--- src/rtl/slot_pkg.sv ---
// -----------------------------------------------------------------------------
// slot_pkg
// Shared definitions for the slot machine button front end: the per-channel
// debounce FSM state type and the channel index map used to pack the four
// buttons into a bus ordered {stop[2:0], start}.
// -----------------------------------------------------------------------------
package slot_pkg;

    // Per-channel debounce state.
    //   ARM     : waiting to see the button released after reset
    //   IDLE    : released, watching for a press
    //   PRESSED : accepted press, watching for a release
    typedef enum logic [1:0] {
        ARM     = 2'd0,
        IDLE    = 2'd1,
        PRESSED = 2'd2
    } chan_state_e;

    // Channel positions in the packed button bus.
    localparam int CH_START  = 0;
    localparam int CH_LEFT   = 1;
    localparam int CH_MIDDLE = 2;
    localparam int CH_RIGHT  = 3;
    localparam int NUM_CH    = 4;

endpackage

--- src/rtl/slot_debounce_channel.sv ---
// -----------------------------------------------------------------------------
// slot_debounce_channel
// One button channel: 2-flop synchroniser, polarity normalisation, debounce
// FSM with agreement counter, and a registered single-cycle press pulse.
//
// Parameters
//   DEBOUNCE_TICKS    : consecutive agreeing ticks needed to accept a change
//   BUTTON_ACTIVE_LOW : 1 = raw 0 means pressed
// Ports
//   clock      in  system clock
//   reset      in  asynchronous active-low reset
//   tick       in  debounce sample strobe from the shared prescaler
//   button_raw in  raw button level, asynchronous to clock
//   pulse      out one-clock pulse on an accepted press (registered)
//   held       out debounced pressed level (registered)
// -----------------------------------------------------------------------------
module slot_debounce_channel
    import slot_pkg::*;
#(
    parameter int DEBOUNCE_TICKS    = 10,
    parameter bit BUTTON_ACTIVE_LOW = 1'b1
) (
    input  logic clock,
    input  logic reset,
    input  logic tick,
    input  logic button_raw,
    output logic pulse,
    output logic held
);

    localparam int            CW             = $clog2(DEBOUNCE_TICKS + 1);
    localparam logic [CW-1:0] CNT_LAST       = CW'(DEBOUNCE_TICKS - 1);
    localparam logic          RELEASED_LEVEL = BUTTON_ACTIVE_LOW;

    logic          sync_a;
    logic          sync_b;
    logic          pressed;
    logic          toward;
    chan_state_e   state;
    chan_state_e   state_next;
    logic [CW-1:0] cnt;
    logic [CW-1:0] cnt_next;
    logic          fire;
    logic          held_next;

    // Synchroniser resets to the released level so reset never looks like a press.
    always_ff @(posedge clock or negedge reset) begin
        if (!reset) begin
            sync_a <= RELEASED_LEVEL;
            sync_b <= RELEASED_LEVEL;
        end else begin
            sync_a <= button_raw;
            sync_b <= sync_a;
        end
    end

    assign pressed = BUTTON_ACTIVE_LOW ? ~sync_b : sync_b;

    // State and agreement counter register.
    always_ff @(posedge clock or negedge reset) begin
        if (!reset) begin
            state <= ARM;
            cnt   <= '0;
        end else begin
            state <= state_next;
            cnt   <= cnt_next;
        end
    end

    // A tick "agrees" when the sampled level points away from the current
    // state: released for ARM/PRESSED, pressed for IDLE. Any other tick
    // restarts the count.
    always_comb begin
        toward = (state == IDLE) ? pressed : ~pressed;
    end

    // Next-state logic.
    always_comb begin
        state_next = state;
        cnt_next   = cnt;
        if (tick) begin
            if (toward) begin
                if (cnt == CNT_LAST) begin
                    cnt_next = '0;
                    case (state)
                        ARM:     state_next = IDLE;
                        IDLE:    state_next = PRESSED;
                        PRESSED: state_next = IDLE;
                        default: state_next = ARM;
                    endcase
                end else begin
                    cnt_next = cnt + CW'(1);
                end
            end else begin
                cnt_next = '0;
            end
        end
    end

    // Output decode. Only IDLE->PRESSED fires; ARM->IDLE and release are silent.
    always_comb begin
        fire      = (state == IDLE) && (state_next == PRESSED);
        held_next = (state_next == PRESSED);
    end

    // Registered outputs, so the pulse lands on the same edge as the transition.
    always_ff @(posedge clock or negedge reset) begin
        if (!reset) begin
            pulse <= 1'b0;
            held  <= 1'b0;
        end else begin
            pulse <= fire;
            held  <= held_next;
        end
    end

endmodule

--- src/rtl/slot_button_conditioner.sv ---
// -----------------------------------------------------------------------------
// slot_button_conditioner
// Front-end input stage for the slot machine: synchronises and debounces the
// start and three reel-stop buttons and emits clean single-cycle press pulses.
// A shared prescaler sets the debounce sample rate for all four channels.
//
// Parameters
//   CLK_DIV           : clocks per debounce sample tick (>=1)
//   DEBOUNCE_TICKS    : consecutive agreeing ticks to accept a change (>=1)
//   BUTTON_ACTIVE_LOW : 1 = raw 0 means pressed
// Ports
//   clock     in  system clock
//   reset     in  asynchronous active-low reset
//   start_raw in  raw start button
//   stop_raw  in  raw stop buttons [2:0] = {right, middle, left}
//   start     out one-clock start press pulse
//   stop      out one-clock stop press pulses, one per reel
//   held      out debounced pressed levels, {stop[2:0], start}
// -----------------------------------------------------------------------------
module slot_button_conditioner
    import slot_pkg::*;
#(
    parameter int CLK_DIV           = 50000,
    parameter int DEBOUNCE_TICKS    = 10,
    parameter bit BUTTON_ACTIVE_LOW = 1'b1
) (
    input  logic       clock,
    input  logic       reset,
    input  logic       start_raw,
    input  logic [2:0] stop_raw,
    output logic       start,
    output logic [2:0] stop,
    output logic [3:0] held
);

    logic                tick;
    logic [NUM_CH-1:0]   raw_bus;
    logic [NUM_CH-1:0]   pulse_bus;

    // Prescaler: counts 0..CLK_DIV-1; tick on the last count.
    generate
        if (CLK_DIV <= 1) begin : g_no_div
            assign tick = 1'b1;
        end else begin : g_div
            localparam int            PW    = $clog2(CLK_DIV);
            localparam logic [PW-1:0] PLAST = PW'(CLK_DIV - 1);

            logic [PW-1:0] count;

            always_ff @(posedge clock or negedge reset) begin
                if (!reset) begin
                    count <= '0;
                end else if (count == PLAST) begin
                    count <= '0;
                end else begin
                    count <= count + PW'(1);
                end
            end

            assign tick = (count == PLAST);
        end
    endgenerate

    assign raw_bus = {stop_raw, start_raw};

    for (genvar i = 0; i < NUM_CH; i++) begin : g_ch
        slot_debounce_channel #(
            .DEBOUNCE_TICKS   (DEBOUNCE_TICKS),
            .BUTTON_ACTIVE_LOW(BUTTON_ACTIVE_LOW)
        ) u_chan (
            .clock     (clock),
            .reset     (reset),
            .tick      (tick),
            .button_raw(raw_bus[i]),
            .pulse     (pulse_bus[i]),
            .held      (held[i])
        );
    end

    assign start = pulse_bus[CH_START];
    assign stop  = pulse_bus[CH_RIGHT:CH_LEFT];

endmodule

--- config.mk ---
export PLATFORM = sky130hd
export DESIGN_NAME = slot_button_conditioner
export DESIGN_NICKNAME = d
export VERILOG_FILES = /design/src/rtl/slot_pkg.sv /design/src/rtl/slot_debounce_channel.sv /design/src/rtl/slot_button_conditioner.sv
export SDC_FILE = /design/constraint.sdc
export NUM_CORES = 1
export LEC_CHECK = 0
export BUFFER_PORTS_ARGS = -buffer_cell sky130_fd_sc_hd__buf_2
export CORE_MARGIN = 8
export CORE_UTILIZATION = 24
export DETAILED_ROUTE_END_ITERATION = 6
export GPL_TIMING_DRIVEN = 1
export SETUP_SLACK_MARGIN = 0.3
export SYNTH_ARGS = -nofsm -noshare
export SYNTH_HDL_FRONTEND = slang
export SYNTH_SLANG_ARGS = --single-unit
--- constraint.sdc ---
create_clock -name clock -period 1.7 [get_ports clock]
set_clock_uncertainty 0.05 [all_clocks]
set_input_delay 0.17 -clock clock [delete_from_list [all_inputs] [get_ports clock]]
set_output_delay 0.17 -clock clock [all_outputs]
set_load 0.02 [all_outputs]
After elaboration in Yosys (flattened, before gate mapping)
Cells that the tools add are included.
{ "word_totals": {"register_bits": 56, "input_bits": 6, "word_cells": 92} }
{ "classes": {"addsub": 5, "n_eq_ne": 17, "mux": 29, "n_bitwise": 4, "n_reduce_logical": 12} }
{ "ops": {"columns": ["operator", "n"], "rows": [
  ["two-way mux 4 bit", 8],
  ["two-way mux 2 bit", 12],
  ["adder 16 x 1 -> 16 bit (second input constant)", 1],
  ["adder 4 x 1 -> 4 bit (second input constant)", 4],
  ["== test 16 bit (second input constant)", 1],
  ["== test 2 bit (second input constant)", 8],
  ["== test 4 bit (second input constant)", 4],
  ["two-way mux 16 bit", 1],
  ["one-hot mux 2 bit (2 select lines)", 4],
  ["== test 2 x 1 -> 1 bit (second input constant)", 4],
  ["logical NOT 2 bit", 4],
  ["OR reduction 2 bit", 4],
  ["logical AND 1 bit", 4],
  ["two-way mux 1 bit", 4],
  ["NOT 1 bit", 4]
]} }

Depth between registers and ports, before layout
{ "logic_depth": {"word_depth": 8, "depth_mapped": 7, "mapped_depth_nobuf": 6} }

Cells and area by module
Synthesis repeated with hierarchy kept, for this count alone.
{ "unflattened": {"cells_unflattened": 231, "hier_area_um2": 2653.8} }
{ "by_module_without_submodules": {"columns": ["mod", "instances", "cells_each", "area_per_inst_um2", "seq_area_each_um2"], "rows": [
  ["slot_debounce_channel", 4, 41, 473.0, 252.7],
  ["slot_button_conditioner", 1, 67, 762.0, 400.4]
]} }

Least setup slack after synthesis
OpenSTA, ideal clock, no wires.
{ "synth_timing": {"path_kind": "register to register", "from": "reg g_div.count[0]", "to": "reg g_div.count[12]", "setup_time_ns": 0.125, "arrival_ns": 1.479, "slack_ns": 0.046, "stages_incl_launch_ff": 8, "period_less_slack_ns": 1.654, "path_cell_list": "dfrtp_1 -> ha_1 -> and3_1 -> and4_1 -> buf_4 -> buf_8 -> nor2_1 -> mux2_4"} }
{ "synth_via": {"elab_chain_cells": 2} }
{ "synth_rtl": {"columns": ["item", "line", "rtl"], "rows": [
  ["start, declared", "slot_button_conditioner.sv:48", "logic [PW-1:0] count;"],
  ["start signal, assigned", "slot_button_conditioner.sv:56", "count <= count + PW'(1);"],
  ["adder 16 x 1 -> 16 bit or == test 16 bit (tied branches)", "slot_button_conditioner.sv:56, slot_button_conditioner.sv:53", null],
  ["two-way mux 16 bit *", "slot_button_conditioner.sv:53", "end else if (count == PLAST) begin"]
]} }
Mark *: on every way between the ends. The rest lies on a longest branch, timed or not.
A chain may end at the register's enable or synchronous reset.

Worst setup path in the final report
{ "layout_timing": {"from": "reg g_div.count[5]", "to": "reg g_ch[3].u_chan.state[1]"} }
{ "layout_via": {"elab_chain_cells": 2} }
{ "layout_rtl": {"columns": ["item", "line", "rtl"], "rows": [
  ["== test 16 bit", "slot_button_conditioner.sv:60", "assign tick = (count == PLAST);"],
  ["two-way mux 2 bit", "slot_debounce_channel.sv:81", "if (tick) begin"],
  ["via g_ch[3].u_chan.state_next[1]", "slot_debounce_channel.sv:40", "chan_state_e state_next;"],
  ["end signal, assigned", "slot_debounce_channel.sv:65", "state <= state_next;"],
  ["end, declared", "slot_debounce_channel.sv:39", "chan_state_e state;"]
]} }
The timed path passes the listed nets, and every way through them passes these cells.

==> flow_summary.toml <==
[sta]
grt_setup_unrepaired = "yes"
final.period_utilization_pct = 96.9
slew_headroom_pct = 65.1
whs_ns = 0.300
min_period_ns = 1.65
worst_pin_slew_ns = 0.520
setup_viol = 0
max_freq_mhz = 607
report.final.hold_viol_count = 0
setup_slack_ns = 0.0521
slew_viol_final = 0

[worst_setup_path]
startpoint_type = "flop"
cp_top_family = "simple AND/OR/NAND/NOR gates"
worstSetupStartpoint = "g_div.count[5]"
cp.arrival_ns = 1.83
r2r-start = "g_div.count[5]"
critPathSlowestCell = "dfrtp_2"
slowest_delay_ns = 0.45
crit_chain = "nor4b_4 > and4_4 > buf_8 > buf_6 > a31oi_1 > a21oi_1"
cp.required_ns = 1.88
path_buf_inv = 2
critPathCaptureType = "flop"
crit_type = "flop to flop"
worst-path-max-fanout = 6

[place]
dpl.hpwl_mm = 3.47
post-place-cells = 391
numPortBuffers = 13
dpl_worst_slack_ns = 0.0168
gp_congestion = 0.714

[logic_synthesis]
synth_ff_type = "dfrtp_1"
yosys.area_share.simple_pct = 19.4
synth_cell_type_count = 37
synth_area_leader_cell = "dfrtp_1"
post-synth-top-count-cell = "dfrtp_1"
synth_compound_area_share_pct = 11.4
synth_xor_area_share_pct = 4.64
ys_warn_count = 0
synth.avg_cell_area_sq_um = 11.1
syn-cell-area_sq_mm = 0.00265
ys_ff_latch = 56
synthTopCellsByCount = "dfrtp_1 (48), nand3_1 (16), nand2_1 (15)"
synth_top_area_share_pct = 45.4
syn_inst = 238
ys_top_cells_by_area = "dfrtp_1 (45%), dfstp_2 (7.9%), ha_1 (4.3%)"
synth_top_family_by_area = "simple AND/OR/NAND/NOR gates"
ys_seq_area_share_pct = 53.4
synth_edf_count = 0
yosys-mux-area-fraction_pct = 1.32
async_flop_share_pct = 100
syn_nets = 253
synthAdderAreaFrac_pct = 4.26

[clock_tree]
cts_tree = "yes"
worstSkewPairLatency_ns = 0.31
cts_max_level = 2
root_buffer = "clkbuf_8"
cts_sinks = 56
clock_path_buffers = 2
clk_pin_slew_ns = 0.10
cts_made_buffers = 5

[grt]
grt_pass1_wl_mm = 9.09
grt_antenna_before_repair = 0
grt_max_degree = 21
grt_pass1_vias = 1932
grt_usage_pct = 7.51
grt-ovfl-total = 0

[routing]
dr.pass1.iters = 4
drcViolationCount = 0
wl_per_cell_microns = 13.1
totalWireLength_mm = 5.45
drtAntennaViolNets = 0
vias_per_cell = 4.57
initialDrtViolationCount = 83
num_vias = 1901

[pwr]
cellInternalPower_mw = 1.71
power.density_mw_per_mm2 = 621
combPwrFrac_pct = 3.0
p_sw_share_pct = 21.6
p_switching_mw = 0.471
p_clk_share_pct = 34.5
power_leakage_nw = 1.50
peakVddDrop_mv = 0.282
seqPwrFrac_pct = 62.6

[floorplan]
initial_core_util_pct = 24.5
die_w_microns = 121
core_sq_mm = 0.0108
fp.dieH_microns = 121
fp-row-count = 38
io_pins = 14
die_area_sq_mm = 0.0146

[final_layout]
nNetsFinal = 290
diodes = 0
areaGrowthSynthToFinish_pct = 32.7
instances_no_fill = 416
drive_gt1_share_pct = 39.1

[run_status]
status = "complete, no violations"

[job]
cap_violations = 0

[min_path]
hold_class = "input port to asynchronous set/reset pin"
cells by family (layout without fill, tap and decap cells):
kind of cell | after synthesis | in the layout
compound gates | 50 | 50
xor+xnor | 14 | 14
fa+ha+maj | 9 | 9
buf+inv | 24 | 62
flops | 56 | 56
mux | 3 | 3
simple gates | 82 | 82
power groups by stage:
stage                     logic [mW]  clock network [mW]  registers, mW
after floorplan              0.00969                   0           1.38
after global placement        0.0546                   0           1.38
after detailed placement      0.0554                   0           1.38
after CTS                     0.0652               0.762           1.36
after global routing          0.0731               0.811           1.37
final                         0.0647               0.751           1.36
state kept, by name, indices dropped and copies added (netlist names):
name	cells
g_ch.u_chan.cnt	16
g_div.count	16
g_ch.u_chan.state	8
g_ch.u_chan.held	4
g_ch.u_chan.pulse	4
g_ch.u_chan.sync_a	4
g_ch.u_chan.sync_b	4
repair_timing:
item,CTS,global route
pin swaps,13,10
endpoints found under the hold margin,17,0
hold buffers,5,0
setup endpoints to repair,45,45
resized for setup,29,44
buffers inserted,10,2
cell type report:
cell class,count,area (sq um)
clock buffers,8,90.1
fillers,1013,7280
inverters,12,45.0
multi-input cells,158,1400
flip-flops and latches,56,1410
well taps,140,175
repair buffers,42,384
final timing paths:
check	end	slack, ns	depth (start not counted)
setup / recovery	g_ch[3].u_chan.state[1]	0.05	6
hold / removal	g_ch[2].u_chan.pulse	0.30	2
setup reg to reg	g_ch[3].u_chan.state[1]	0.05	6
hold reg to reg	g_ch[0].u_chan.sync_b	0.31	0
max in group asynchronous	g_ch[0].u_chan.sync_a	0.74	3
min in group clock	g_ch[0].u_chan.sync_b	0.31	0
placed cells by master (no fill, tap or decap), types with 9 or more instances in the layout:
cell type / instances
nand2_1: 15
inv_1: 12
buf_4: 13
dfrtp_1: 46
a21oi_2: 9
nand3_1: 16
buf_2: 13
per-stage QoR:
stage               setup TNS [ns]  util, %  total power, mW  instance area, sq um
floorplan                        0        -             1.39                  2660
global placement                 0     27.0             1.44                  2910
detailed placement               0     27.0             1.44                  2910
CTS                              0     30.3             2.19                  3270
global route                -0.104     32.5             2.25                  3510
finish                           0     32.5             2.18                  3510
routing by layer:
| layer | track usage [%] | routed length (microns) | vias to the layer above |
|---|---|---|---|
| li1 | - | - | 922 |
| met1 | 8.99 | 2460 | 955 |
| met2 | 12.7 | 2730 | 17 |
| met3 | 2.51 | 213 | 7 |
| met4 | 1.64 | 44 | 0 |
| met5 | 0 | 0 | - |
No activity file was read; power rests on OpenSTA's default activity.
